File: src/rtl/pwm_breathe_multi.sv
// pwm_breathe_multi: multi-channel breathing LED driver with shared PWM carrier and triangle phase sweep
// Optional GAMMA_EN macro squares the latched duty for a perceptually smoother ramp.
module pwm_breathe_multi #(
  parameter int CH           = 4,
  parameter int CW           = 8,
  parameter int PERIOD       = 30,
  parameter int STEP_DIV     = 300,
  parameter int PHASE_SPREAD = 1
) (
  input  logic          clk,
  input  logic          rst,
  input  logic          en,
  input  logic          hold,
  output logic [CH-1:0] led,
  output logic          period_tick,
  output logic [CW:0]   phase
);
  localparam int DW = STEP_DIV > 1 ? $clog2(STEP_DIV) : 1;
  localparam int W2 = 2*CW+2;
  localparam logic [CW:0]   L_PER = (CW+1)'(PERIOD);
  localparam logic [CW:0]   L_P2W = (CW+1)'(2*PERIOD);
  localparam logic [CW+1:0] L_P2  = (CW+2)'(2*PERIOD);
  logic [CW-1:0] r_cnt;
  logic [DW-1:0] r_div;
  logic [CW:0]   r_ph;
  logic          r_tick;
  logic          w_wrap, w_step;
  logic [CW:0]   w_ph_nx, w_src;
  always_comb begin
    w_wrap  = en && r_cnt == CW'(PERIOD-1);
    w_step  = w_wrap && !hold && r_div == DW'(STEP_DIV-1);
    w_ph_nx = w_step ? (r_ph == L_P2W - 1'b1 ? '0 : r_ph + 1'b1) : r_ph;
    w_src   = rst ? '0 : w_ph_nx;
  end
  always_ff @(posedge clk) begin
    if (rst) begin
      r_cnt  <= '0;
      r_div  <= '0;
      r_ph   <= '0;
      r_tick <= 1'b0;
    end else if (en) begin
      r_cnt  <= w_wrap ? '0 : r_cnt + 1'b1;
      r_tick <= w_wrap;
      if (w_wrap && !hold) r_div <= r_div == DW'(STEP_DIV-1) ? '0 : r_div + 1'b1;
      r_ph   <= w_ph_nx;
    end else begin
      r_tick <= 1'b0;
    end
  end
  for (genvar g = 0; g < CH; g++) begin : g_ch
    localparam logic [CW+1:0] OFS = PHASE_SPREAD != 0 ? (CW+2)'((g*2*PERIOD)/CH) : '0;
    logic [CW+1:0] w_s;
    logic [CW:0]   w_p, w_t, w_d;
    logic [CW:0]   r_duty;
    always_comb begin
      w_s = {1'b0, w_src} + OFS;
      w_p = w_s >= L_P2 ? (CW+1)'(w_s - L_P2) : w_s[CW:0];
      w_t = w_p <= L_PER ? w_p : L_P2W - w_p;
`ifdef GAMMA_EN
      w_d = (CW+1)'((W2'(w_t) * W2'(w_t)) / W2'(PERIOD));
`else
      w_d = w_t;
`endif
    end
    // duty only moves at reset or a carrier boundary, so every period is glitch-free
    always_ff @(posedge clk) begin
      if (rst || w_wrap) r_duty <= w_d;
    end
    assign led[g] = en & ({1'b0, r_cnt} < r_duty);
  end
  assign period_tick = r_tick;
  assign phase       = r_ph;
endmodule

File: config.mk
export PLATFORM = sky130hd
export DESIGN_NAME = pwm_breathe_multi
export DESIGN_NICKNAME = d
export VERILOG_FILES = /design/src/rtl/pwm_breathe_multi.sv
export SDC_FILE = /design/constraint.sdc
export NUM_CORES = 1
export LEC_CHECK = 0
export ABC_AREA = 1
export BUFFER_PORTS_ARGS = -buffer_cell sky130_fd_sc_hd__clkbuf_2
export CORE_UTILIZATION = 50
export CTS_CLUSTER_DIAMETER = 50
export DETAILED_ROUTE_END_ITERATION = 10
export HOLD_SLACK_MARGIN = 0.08
export PLACE_DENSITY = 0.69
export SYNTH_ARGS = -nofsm -noshare
export SYNTH_HDL_FRONTEND = slang
export SYNTH_SLANG_ARGS = --single-unit
File: constraint.sdc
create_clock -name clk -period 3.7 [get_ports clk]
set_input_delay 0 -clock clk [delete_from_list [all_inputs] [get_ports clk]]
set_output_delay 0 -clock clk [all_outputs]
set_load 0.03 [all_outputs]
==> reports/qor.yml <==
ys_ff_latch: 61
grtUsageTotal_pct: 23.5
fillerInstances: 1042
combPwrFrac_pct: 3.8
seq_power_share_pct: 43.7
grt_pass1_vias: 5037
dp_hpwl_um: 11000
clkSlewWorstSetupHoldPaths_ps: 60
worst-path-buf-inv: 2
fin_setup_tns_ps: 0
yosysWarningCount: 0
pwr_density_cell_mw_per_mm2: 233
drt-initial-drc-count: 316
leakage_nw: 3.58
sw_frac_of_total_pct: 22.6
htree_num_levels: 3
clock_skew_ps: 11.4
clkPwrFrac_pct: 52.5
switchingPower_w: 0.000376
gp_congestion: 0.927
synth-main-ff-cell: "edfxtp_1"
syn_nets: 891
clockBufferDepth: 2
critPathMaxStageDelay_ps: 350
p_int_w: 0.00129
synth-edff-count: 34
violations: "DRC"
cp_max_fo: 8
via_per_inst: 5.15
path_cells: "ha_2 -> nand2_2 -> nor2_4 -> nand2_8 -> buf_4 -> o21ai_2 -> nand2_1 -> nor2_4 -> nand3_1 -> and2_4 -> ha_2 -> nand3_2 -> nor2_4 -> nor2_8 -> nand2_8 -> nand2_2 -> nand2_2 -> inv_2 -> nand2_2 -> o21ai_4 -> o21ai_1"
cts_buffers: 9
finalSetupViolCount: 0
max_slew_margin_pct: 36.4
cp.required_ps: 3780
die-area_mm2: 0.0125
drive_gt1_share_pct: 26.2
syn_inst: 844
final_nets: 959
critical_path_class: "reg -> reg"
synthesis.area_mm2: 0.00603
grt_antenna_before_repair: 0
globalRouteOverflowTotal: 0
ys_types: 46
ant_nets: 0
path_common_cell: "nand2_2"
status: "complete, but fails checks"
finalCriticalPeriod_ps: 3500
routed_wl_um: 14100
hold_viol: 0
hp-class: "in -> reg"
cp_slowest_cell: "dfxtp_2"
cts_sinks: 61
yosysSeqAreaShare_pct: 25.9
synthArstFlopShare_pct: 0
core_mm2: 0.0116
cts_tree: "done"
seqCellArea_mm2: 0.00157
rsz0062_at_grt: "yes"
drv_cap: 0
die_height_um: 112
io_pins: 18
syn_area_per_cell_um2: 7.14
initial_core_util_pct: 52.1
root_buffer: "clkbuf_16"
numPortBuffers: 17
endpoint_kind: "flop"
vias: 5464
peakVddDrop_v: 0.000166
drc: 1
routedWlPerCell_um: 13.3
slew_violations: 0
firstDrtPassIters: 9
area_growth_pct: 18.5
rows: 39
worstPathArrival_ps: 3580
power_w: 0.00167
grt_max_degree: 26
fmax_mhz: 286
clk_latency_ps: 340
die_w_um: 112
grt_pass1_wl_um: 23400
cp-start-kind: "flop"
crit_family: "simple AND/OR/NAND/NOR gates"
post-route-period-util_pct: 94.5
num_antenna_cells: 0
tightestPinTransition_ps: 951
multiInputGateArea_mm2: 0.00411
-- through the flow --
step	util (%)	setup WS, ps	hold WS [ps]	cells	area, um^2
2_1_floorplan	-	77.7	181	844	6030
3_3_place_gp	56.0	91.9	368	1031	6480
3_5_place_dp	56.0	42.6	356	1031	6480
4_1_cts	58.9	19.6	363	1049	6810
5_1_grt	61.8	-63.8	480	1060	7140
6_report	61.8	203	407	1060	7140
-- worst reg2reg max path, stage by stage, from the launching register on --
cell and delay (ps):
dfxtp_2 350, ha_2 190, nand2_2 60, nor2_4 160
nand2_8 70, buf_4 190, o21ai_2 220, nand2_1 140
nor2_4 190, nand3_1 160, and2_4 200, ha_2 200
nand3_2 90, nor2_4 60, nor2_8 190, nand2_8 100
nand2_2 70, nand2_2 80, inv_2 90, nand2_2 80
o21ai_4 250, o21ai_1 90
-- power by group through the flow --
stage / clock [W] / combinational, W / sequential [W]
6_report: 0.000874 / 0.0000639 / 0.000728
5_1_grt: 0.000909 / 0.0000726 / 0.000729
4_1_cts: 0.000880 / 0.0000638 / 0.000728
2_1_floorplan: 0 / 0.0000389 / 0.000743
3_3_place_gp: 0 / 0.0000614 / 0.000742
3_5_place_dp: 0 / 0.0000616 / 0.000742
-- worst paths after layout --
| path | startpoint | endpoint | slack [ps] | cells past startpoint |
|---|---|---|---|---|
| setup / recovery | r_div[0]$_SDFFE_PP0P_ | g_ch[3].r_duty[1]$_DFFE_PP_ | 200 | 21 |
| hold / removal | hold | r_div[4]$_SDFFE_PP0P_ | 410 | 7 |
| setup reg to reg | r_div[0]$_SDFFE_PP0P_ | g_ch[3].r_duty[1]$_DFFE_PP_ | 200 | 21 |
| hold reg to reg | r_div[0]$_SDFFE_PP0P_ | r_div[0]$_SDFFE_PP0P_ | 470 | 1 |
-- placed cells by master (no fill, tap or decap), types with 33 or more instances in the layout --
cell      count
ha_1         36
nand2_1     222
buf_4        43
nand2_2      38
a21oi_1      33
edfxtp_1     34
nand3_1      72
nor2_1       50
inv_1       106
-- synthesized netlist by cell type, types with 2 or more instances --
library cell | instances | area, um^2
nor2_4 | 9 | 101
dfxtp_1 | 27 | 541
xor2_2 | 3 | 48.8
o21bai_4 | 2 | 37.5
inv_2 | 24 | 90.1
o21bai_1 | 8 | 60.1
nand3_4 | 6 | 105
xor2_1 | 25 | 219
o21a_1 | 3 | 22.5
o21ai_4 | 3 | 48.8
nor2_8 | 4 | 80.1
nand2_1 | 232 | 871
nand3_1 | 80 | 400
nor2_1 | 53 | 199
nand3_2 | 11 | 110
nor3_1 | 6 | 30.0
o21ai_1 | 8 | 40.0
o21ai_2 | 6 | 52.6
nand2_4 | 7 | 78.8
nand3b_1 | 5 | 37.5
xnor2_1 | 5 | 43.8
o21ai_0 | 17 | 85.1
a21oi_1 | 33 | 165
buf_6 | 4 | 45.0
nor2_2 | 14 | 87.6
nand4_1 | 15 | 93.8
buf_2 | 3 | 15.0
edfxtp_1 | 34 | 1020
nand2_2 | 30 | 188
a31oi_1 | 2 | 12.5
ha_1 | 43 | 538
inv_1 | 108 | 405
-- final cells by class --
cell class	count	area share [%]
well taps	143	2.51
clock inverters	6	0.964
flip-flops and latches	61	21.9
multi-input cells	643	57.6
clock buffers	10	3.35
inverters	132	6.97
repair buffers	65	6.71
-- logic make-up (layout without fill, tap and decap cells) --
family                     after synthesis  after routing  share of synthesized area [%]
AOI/OAI and AO/OA                       88             88                           9.66
adders and majority gates               43             43                           8.93
xor gates and xnor gates                34             34                           5.63
DFF                                     61             61                           25.9
buffers and inverters                  140            213                           9.47
and+or+nand+nor                        478            478                           40.4
-- state kept, by name, summed over array words and instances, names as in the netlist --
register,flops
period_tick,1
r_div,9
phase,9
g_ch.r_duty,34
r_cnt,8
-- repair_timing --
| item | in CTS | in global routing |
|---|---|---|
| hold buffers | 2 | 0 |
| endpoints found under the setup margin | 0 | 26 |
| gates resized for setup | 0 | 60 |
| setup buffers | 0 | 11 |
| hold endpoints to repair | 5 | 0 |
-- layer usage --
layer / GRT usage (%) / part of all wire, % / vias to the layer above
li1: - / - / 2859
met1: 30.5 / 46 / 2473
met2: 39.6 / 48 / 109
met3: 3.43 / 3.8 / 23
met4: 8.47 / 2.0 / 0
met5: 0 / 0 / -
Power figures use the tool's default switching activity.
